### src/rtl/spi_flash_responder_if.sv
// SPI pins plus the byte-wide backing-store read port of the flash responder.
interface spi_flash_responder_if #(
    parameter int ADDRESS_BITWIDTH = 16
);
    logic                        flash_clk;
    logic                        flash_cs;
    logic                        flash_mosi;
    logic                        flash_miso;
    logic [ADDRESS_BITWIDTH-1:0] mem_addr;
    logic                        mem_rd_en;
    logic [7:0]                  mem_data;
    logic                        mem_data_valid;

    modport slave (
        input  flash_clk, flash_cs, flash_mosi, mem_data, mem_data_valid,
        output flash_miso, mem_addr, mem_rd_en
    );

    modport master (
        output flash_clk, flash_cs, flash_mosi, mem_data, mem_data_valid,
        input  flash_miso, mem_addr, mem_rd_en
    );
endinterface

### src/rtl/spi_flash_responder.sv
// SPI mode-0 flash emulator: oversampled pins, READ (0x03), JEDEC ID (0x9F) and STATUS (0x05).
module spi_flash_responder #(
    parameter int          ADDRESS_BITWIDTH = 16,
    parameter logic [23:0] JEDEC_ID         = 24'hEF4016
) (
    input  logic                   clk,
    input  logic                   rst,
    spi_flash_responder_if.slave   bus,
    output logic                   busy,
    output logic                   underrun
);
    localparam int AW = ADDRESS_BITWIDTH;

    typedef enum logic [2:0] {IDLE, CMD, ADDR, DATA, ID, STATUS, IGNORE} state_t;

    state_t        state;
    logic          sck_m, sck_s, sck_p;
    logic          cs_m, cs_s;
    logic          mosi_m, mosi_s;
    logic [4:0]    bit_count;
    logic [6:0]    shift_in;
    logic [AW-2:0] addr_shift;
    logic [7:0]    shift_out;
    logic [7:0]    prefetch;
    logic          prefetch_valid;
    logic [1:0]    id_idx;
    logic [1:0]    inflight;
    logic          miso_q;
    logic          rd_en_q;
    logic [AW-1:0] addr_q;

    logic          sck_rise, sck_fall;
    logic [7:0]    cmd_byte;
    logic [AW-1:0] addr_next;
    logic [7:0]    load_byte;
    logic          fetch_accept;

    assign sck_rise  = sck_s & ~sck_p;
    assign sck_fall  = ~sck_s & sck_p;
    assign cmd_byte  = {shift_in, mosi_s};
    assign addr_next = {addr_shift, mosi_s};

    // Only the response to the most recent request is kept; older ones still in flight are dropped.
    assign fetch_accept = bus.mem_data_valid && (inflight == 2'd1) && !rd_en_q;

    assign bus.flash_miso = miso_q;
    assign bus.mem_rd_en  = rd_en_q;
    assign bus.mem_addr   = addr_q;

    always_comb begin
        load_byte = '0;
        case (state)
            DATA: load_byte = prefetch_valid ? prefetch : '1;
            ID: begin
                case (id_idx)
                    2'd0:    load_byte = JEDEC_ID[23:16];
                    2'd1:    load_byte = JEDEC_ID[15:8];
                    2'd2:    load_byte = JEDEC_ID[7:0];
                    default: load_byte = '0;
                endcase
            end
            default: load_byte = '0;
        endcase
    end

    always_ff @(posedge clk) begin
        if (rst) begin
            sck_m          <= 1'b0;
            sck_s          <= 1'b0;
            sck_p          <= 1'b0;
            cs_m           <= 1'b1;
            cs_s           <= 1'b1;
            mosi_m         <= 1'b0;
            mosi_s         <= 1'b0;
            state          <= IDLE;
            bit_count      <= '0;
            shift_in       <= '0;
            addr_shift     <= '0;
            shift_out      <= '0;
            prefetch       <= '0;
            prefetch_valid <= 1'b0;
            id_idx         <= '0;
            inflight       <= '0;
            miso_q         <= 1'b0;
            rd_en_q        <= 1'b0;
            addr_q         <= '0;
            busy           <= 1'b0;
            underrun       <= 1'b0;
        end else begin
            sck_m  <= bus.flash_clk;
            sck_s  <= sck_m;
            sck_p  <= sck_s;
            cs_m   <= bus.flash_cs;
            cs_s   <= cs_m;
            mosi_m <= bus.flash_mosi;
            mosi_s <= mosi_m;

            rd_en_q <= 1'b0;
            busy    <= ~cs_s;

            case ({rd_en_q, bus.mem_data_valid})
                2'b10:   if (inflight != 2'd3) inflight <= inflight + 2'd1;
                2'b01:   if (inflight != 2'd0) inflight <= inflight - 2'd1;
                default: ;
            endcase

            if (fetch_accept) begin
                prefetch       <= bus.mem_data;
                prefetch_valid <= 1'b1;
            end

            // CS high wins over any SCK edge detected in the same cycle.
            if (cs_s) begin
                state          <= IDLE;
                bit_count      <= '0;
                shift_in       <= '0;
                addr_shift     <= '0;
                shift_out      <= '0;
                prefetch_valid <= 1'b0;
                miso_q         <= 1'b0;
            end else begin
                case (state)
                    IDLE: begin
                        state     <= CMD;
                        bit_count <= '0;
                    end
                    CMD: if (sck_rise) begin
                        shift_in  <= cmd_byte[6:0];
                        bit_count <= bit_count + 5'd1;
                        if (bit_count == 5'd7) begin
                            bit_count <= '0;
                            id_idx    <= '0;
                            case (cmd_byte)
                                8'h03:   state <= ADDR;
                                8'h9F:   state <= ID;
                                8'h05:   state <= STATUS;
                                default: state <= IGNORE;
                            endcase
                        end
                    end
                    ADDR: if (sck_rise) begin
                        addr_shift <= addr_next[AW-2:0];
                        bit_count  <= bit_count + 5'd1;
                        if (bit_count == 5'd23) begin
                            addr_q         <= addr_next;
                            rd_en_q        <= 1'b1;
                            prefetch_valid <= 1'b0;
                            bit_count      <= '0;
                            state          <= DATA;
                        end
                    end
                    DATA, ID, STATUS: if (sck_fall) begin
                        bit_count <= {2'b00, bit_count[2:0] + 3'd1};
                        if (bit_count[2:0] == 3'd0) begin
                            // Byte start: drive MSB of the new byte and, in DATA, prefetch the following one.
                            miso_q    <= load_byte[7];
                            shift_out <= {load_byte[6:0], 1'b0};
                            if (state == DATA) begin
                                if (!prefetch_valid) underrun <= 1'b1;
                                prefetch_valid <= 1'b0;
                                addr_q         <= addr_q + AW'(1);
                                rd_en_q        <= 1'b1;
                            end
                            if (state == ID && id_idx != 2'd3) id_idx <= id_idx + 2'd1;
                        end else begin
                            miso_q    <= shift_out[7];
                            shift_out <= {shift_out[6:0], 1'b0};
                        end
                    end
                    default: ;
                endcase
            end
        end
    end
endmodule

### src/flat_wrapper.sv
// flat-port wrapper written by rule: the top's interface ports become plain ports
module spi_flash_responder_flat 
#(
    parameter int          ADDRESS_BITWIDTH = 16,
    parameter logic [23:0] JEDEC_ID         = 24'hEF4016
)
  (clk, rst, busy, underrun, bus_flash_clk, bus_flash_cs, bus_flash_mosi, bus_mem_data, bus_mem_data_valid, bus_flash_miso, bus_mem_addr, bus_mem_rd_en);
  spi_flash_responder_if #(.ADDRESS_BITWIDTH(ADDRESS_BITWIDTH)) bus_i ();
  input  logic clk;
  input  logic rst;
  output logic busy;
  output logic underrun;
  input wire logic [$bits(bus_i.flash_clk)-1:0] bus_flash_clk;
  input wire logic [$bits(bus_i.flash_cs)-1:0] bus_flash_cs;
  input wire logic [$bits(bus_i.flash_mosi)-1:0] bus_flash_mosi;
  input wire logic [$bits(bus_i.mem_data)-1:0] bus_mem_data;
  input wire logic [$bits(bus_i.mem_data_valid)-1:0] bus_mem_data_valid;
  output wire logic [$bits(bus_i.flash_miso)-1:0] bus_flash_miso;
  output wire logic [$bits(bus_i.mem_addr)-1:0] bus_mem_addr;
  output wire logic [$bits(bus_i.mem_rd_en)-1:0] bus_mem_rd_en;
  assign bus_i.flash_clk = bus_flash_clk;
  assign bus_i.flash_cs = bus_flash_cs;
  assign bus_i.flash_mosi = bus_flash_mosi;
  assign bus_i.mem_data = bus_mem_data;
  assign bus_i.mem_data_valid = bus_mem_data_valid;
  assign bus_flash_miso = bus_i.flash_miso;
  assign bus_mem_addr = bus_i.mem_addr;
  assign bus_mem_rd_en = bus_i.mem_rd_en;
  spi_flash_responder #(.ADDRESS_BITWIDTH(ADDRESS_BITWIDTH), .JEDEC_ID(JEDEC_ID)) u_core (.clk(clk), .rst(rst), .bus(bus_i), .busy(busy), .underrun(underrun));
endmodule
### config.mk
export PLATFORM = sky130hd
export DESIGN_NAME = spi_flash_responder_flat
export DESIGN_NICKNAME = d
export VERILOG_FILES = /design/src/rtl/spi_flash_responder_if.sv /design/src/rtl/spi_flash_responder.sv /design/src/flat_wrapper.sv
export SDC_FILE = /design/constraint.sdc
export NUM_CORES = 1
export LEC_CHECK = 0
export ABC_AREA = 1
export BUFFER_PORTS_ARGS = -buffer_cell sky130_fd_sc_hd__buf_2
export CAP_MARGIN = 40
export CELL_PAD_IN_SITES_DETAIL_PLACEMENT = 2
export CELL_PAD_IN_SITES_GLOBAL_PLACEMENT = 2
export CORE_MARGIN = 3
export CORE_UTILIZATION = 33
export CTS_CLUSTER_DIAMETER = 150
export DETAILED_ROUTE_END_ITERATION = 8
export GPL_TIMING_DRIVEN = 0
export PLACE_DENSITY = 0.87
export REMOVE_ABC_BUFFERS = 1
export SLEW_MARGIN = 20
export SYNTH_ARGS = -nofsm -noshare
export SYNTH_HDL_FRONTEND = slang
export SYNTH_SLANG_ARGS = --single-unit
### constraint.sdc
create_clock -name clk -period 1.86 [get_ports clk]
set_input_delay 0.372 -clock clk [delete_from_list [all_inputs] [get_ports clk]]
set_output_delay 0.372 -clock clk [all_outputs]
set_load 0.05 [all_outputs]
---- Word level (Yosys, flattened, before mapping) ----
Index checks and enable logic that the tools add are counted.
storage, ports and cells
  register bits after elaboration ......... 78
  word-level logic and storage cells ...... 129
  output and inout bits ................... 20
  input bits .............................. 14
operators by class
  muxes and demuxes ....................... 45
  reduce and logical (&&, ||, !) cells .... 24
  bitwise gates (word level) .............. 6
  eq/ne operators ......................... 27
  $add $sub $neg .......................... 6
operator list
  cell                                                    number
  two-way mux 16 bit                                      5
  one-hot mux 16 bit (2 select lines)                     1
  two-way mux 5 bit                                       5
  one-hot mux 8 bit (3 select lines)                      1
  inequality test 2 x 1 -> 1 bit (second input constant)  10
  one-hot mux 5 bit (4 select lines)                      1
  one-hot mux 3 bit (3 select lines)                      2
  adder 16 x 1 -> 16 bit (second input constant)          1
  two-way mux 8 bit                                       2
  one-hot mux 8 bit (2 select lines)                      1
  two-way mux 2 bit                                       7
  AND reduction 7 bit                                     2
  two-way mux 1 bit                                       12
  two-way mux 3 bit                                       4
  equality test 8 x 2 -> 1 bit (second input constant)    1
  equality test 8 x 3 -> 1 bit (second input constant)    1
  equality test 8 bit (second input constant)             1
  one-hot mux 2 bit (2 select lines)                      2
  nonzero test 2 bit                                      4
  equality test 2 x 1 -> 1 bit (second input constant)    3
  equality test 3 x 2 -> 1 bit (second input constant)    2
  equality test 3 bit (second input constant)             2
  logical NOT 3 bit                                       2
  AND reduction 2 bit                                     3
  other kinds (23)                                        33

---- Depth between registers and ports, before layout ----
  depth after elaboration ................. 8
  gate-level depth with buffers ........... 12
  gate-level depth less buffers ........... 12

---- Least setup slack after synthesis ----
OpenSTA, ideal clock, no wires.
  path kind ............................... reg2reg
  start ................................... reg u_core.addr_q[0] (netlist: u_core.bus.mem_addr[0])
  end ..................................... reg u_core.addr_q[10] (netlist: u_core.bus.mem_addr[10])
  clock period less this slack ............ 1.746 ns
  setup time .............................. 0.113 ns
  data required time ...................... 1.747 ns
  arrival ................................. 1.634 ns
  slack ................................... 0.114 ns
  path buffers ............................ 0
  cell stages (with the launch flop) ...... 9
  cells stage by stage .................... dfxtp_1 > ha_1 > nand2_1 > nor2_1 > nand3_1 > nor2_1 > nor2_1 > nor2_1 > nor2_1
between the ends
  word-level cells in the longest chain between the ends .. 5
RTL lines
  element                              RTL line                    RTL
  start, declared                      spi_flash_responder.sv:30   logic [AW-1:0] addr_q;
  start signal, assigned               spi_flash_responder.sv:145  addr_q <= addr_next;
  start signal, assigned               spi_flash_responder.sv:161  addr_q <= addr_q + AW'(1);
  adder 16 x 1 -> 16 bit               spi_flash_responder.sv:161
  two-way mux 16 bit                   spi_flash_responder.sv:158  if (state == DATA) begin
  two-way mux 16 bit                   spi_flash_responder.sv:154  if (bit_count[2:0] == 3'd0) begin
  two-way mux 16 bit                   spi_flash_responder.sv:152  DATA, ID, STATUS: if (sck_fall) begin
  one-hot mux 16 bit (2 select lines)  spi_flash_responder.sv:122  case (state)
Every way passes these cells. The select of a mux whose other input is x is not followed.
A chain may end at the register's enable or synchronous reset.

---- Final worst setup path ----
  start ................................... reg u_core.state[1]
  end ..................................... reg u_core.addr_shift[9]
between the ends
  word-level cells in the longest chain between the ends .. 2
RTL lines
  element                               RTL line                    RTL
  start, declared                       spi_flash_responder.sv:16   state_t state;
  start signal, assigned                spi_flash_responder.sv:75   state <= IDLE;
  start signal, assigned                spi_flash_responder.sv:114  state <= IDLE;
  start signal, assigned                spi_flash_responder.sv:124  state <= CMD;
  equality test 3 x 2 -> 1 bit          spi_flash_responder.sv:122
  AND reduction 2 bit (no source line)  -
  end signal, assigned                  spi_flash_responder.sv:142  addr_shift <= addr_next[AW-2:0];
  end, declared                         spi_flash_responder.sv:22   logic [AW-2:0] addr_shift;
Every way passes these cells.

==> metrics <==
Synth Area in Adders 0.0425; top sig layer met4; wire length per cell 20.3 um; Synth Area in XOR/XNOR 0.00687; CTS clk-pin slew, worst paths 0.06 ns; Least-Margin Pin Slew 0.697 ns; Worst setup SP type register; number of routed nets with antenna violations 0; First-pass DRT Iterations 4; io pins 34; total grt overflow 0; Starting Density 0.345; Hold Crit Depth 2; pre-CTS setup slack -0.979 ns; most used standard cell by instance count after synthesis nand2_1; initial DRC count 168; Synth Area in Simple Gates 0.281; met3 WL 538 um; RSZ-0062 raised after global routing yes; DPL Wire Length 8590 um; Tot GR Track Use 0.230; die area 0.0129 mm^2; ANT cells 0; Clock Tree Buf Depth 2; Area growth syn-to-layout 22.0%; area of the core 0.0111 mm^2; Clock Latency Late Sink 0.35 ns; die height 114 um; mux contribution to synthesized area 0; Synth top cells by count nand2_1, nor2_1, dfxtp_1, o21ai_0, inv_1; hold path start bus_flash_cs; fillers 1,300; syn avg cell area 6.91 um^2; Post-synth EDFFs 0; Worst R2R Setup Slack -0.01 ns; reg2reg start u_core.state[1]; maximum clock rate 0.533 GHz; cell family with most CP delay simple AND/OR/NAND/NOR gates; Slew HR 0.535; CP Capture Type register; library cells used by synthesis 31; Hold-fix buffers, CTS 0; worst hold path endpoint u_core.cs_m; htree depth 3; failing checks setup timing; Metal-1 WL 6310 um; Worst Path Max Fanout 10; CTS Sinks 77; number of synthesized register bits 77; global-route wire length before repair 23,300 um; r2r worst-path depth 6; Synth warnings 0; main combinational cell family by area after synthesis simple AND/OR/NAND/NOR gates; Buf+Inv Stages, Crit Path 1; largest net degree at the start of global routing 32; mapped cell area 0.00383 mm^2; CTS tree built; top cells by area, synth dfxtp_1, nand2_1, nor2_1, o21ai_0, a21oi_1; Layout Skew 0.00652 ns; crit-path max cell delay 0.52 ns; kind of critical path register to register; Tcrit/Tclk final 1.01; hold crit path type primary input to register; Pwr Total 3.84 mW; Slew Viols, Final 0; Synth Area in Compound Gates 0.178; outcome finished with violations; Max Cap Viol 0; routability cong. 0.763; Root Buffer clkbuf_16; Yosys top cell by area dfxtp_1; final WL 15,000 um; vias per cell 5.46; maximum vdd drop 0.000524 V; number of cells produced by synthesis 554; CTS Buf Count 9; leakage 1.87 nW; critical path, cell by cell nand2_2 -> inv_1 -> nand2_1 -> nor2_2 -> o21ai_0 -> nor2_1; row count 38; Critical Path AT 2.15 ns; vias in the first global route 4,383; WP data required 2.13 ns; initial antenna violation count 0; worst setup margin -0.0146 ns; final hold violations 0; post-synth top area share 0.403; Async SR Flop Fraction 0; RR Endpoint u_core.addr_shift[9]; IO Port Bufs 33; final setup fails 1; Tmin final 1.87 ns; met2 wire len 7930 um; post-synthesis sequential area ratio 0.403; via count 4,045; Die Wd 114 um; power per cell area 823 mW/mm^2; Crit-path slowest cell nor2_2; Nets 623; Top FF cell, synth dfxtp_1; # DRC 0; share of post-route cells with drive strength above 1 0.188
[cell families after synthesis]
logic type | count (synthesis)
simple gates | 247
compound gates | 133
buf+inv | 81
flops | 77
fa+ha+maj | 13
xor+xnor | 3
[worst max-delay path by stage]
| stage | start | to | slack [ns] | cells past startpoint |
|---|---|---|---|---|
| final | u_core.state[1] | u_core.addr_shift[9] | -0.01 | 6 |
| after global routing | u_core.bus.mem_addr[1] | u_core.bus.mem_addr[10] | -0.09 | 8 |
| after CTS | u_core.bit_count[0] | u_core.bus.mem_addr[11] | -0.008 | 11 |
| after detailed placement | u_core.bit_count[0] | u_core.bus.mem_addr[5] | -0.98 | 11 |
| after global placement | rst | u_core.underrun | -1.52 | 4 |
| after floorplan | u_core.bit_count[0] | u_core.bus.mem_addr[6] | -0.18 | 11 |
[flip-flops by register name (all words and copies together) (netlist names), 2 cells and up]
register / flops
u_core.shift_out: 7
u_core.id_idx: 2
u_core.bit_count: 5
u_core.shift_in: 7
u_core.inflight: 2
u_core.bus.mem_addr: 16
u_core.state: 3
u_core.prefetch: 8
u_core.addr_shift: 15
[per-layer routing]
metal,up-vias,track usage
met5,-,0
met4,0,0.0769
met3,23,0.0456
met2,78,0.411
met1,2046,0.274
li1,1898,-
[layout make-up]
| class | count | area [um^2] | share of cell area |
|---|---|---|---|
| Clock buffer | 11 | 253 | 0.0541 |
| Tap cell | 140 | 175 | 0.0375 |
| Timing Repair Buffer | 45 | 263 | 0.0563 |
| Multi-Input combinational cell | 400 | 2110 | 0.452 |
| Sequential cell | 77 | 1550 | 0.331 |
| Clock inverter | 5 | 82.6 | 0.0177 |
| Inverter | 63 | 236 | 0.0507 |
[cells in the final DEF, fill, tap and decap left out, types with 10 or more instances in the layout]
cell,netlist,layout
a21oi_1,49,49
buf_2,6,33
buf_4,3,10
dfxtp_1,77,73
ha_1,13,12
inv_1,53,53
inv_2,10,10
nand2_1,90,84
nand3_1,37,37
nor2_1,86,78
o21ai_0,62,60
o21ai_1,14,16
[what timing repair did]
item | 4_1_cts | 5_1_grt
resized for setup | 10 | 26
cloned | 3 | 1
setup buffers | 3 | 8
pin swaps | 4 | 10
endpoints found under the setup margin | 50 | 43
[metrics by stage]
step / hold WS [ns] / TNS (ns) / instances / utilization / cell area [um^2]
final: 0.206 / -0.0146 / 741 / 0.421 / 4670
after global placement: 0.392 / -51.12 / 709 / 0.367 / 4070
after global routing: 0.203 / -0.389 / 741 / 0.421 / 4670
after CTS: 0.196 / -0.00966 / 731 / 0.406 / 4500
after floorplan: 0.388 / -1.58 / 536 / - / 3720
after detailed placement: 0.407 / -19.09 / 709 / 0.368 / 4080
[worst register-to-register path, stage by stage (launching register included)]
cell     delay (ns)
dfxtp_2        0.47
nand2_2        0.12
inv_1          0.14
nand2_1        0.21
nor2_2         0.52
o21ai_0        0.20
nor2_1         0.15
[where the power goes]
part	total [mW]	switching (mW)	internal, mW
Sequential	1.70	0.0201	1.68
Clock	1.98	0.729	1.25
Combinational	0.168	0.114	0.0542
Total	3.84	0.863	2.98
(Power assumes the default switching activity.)
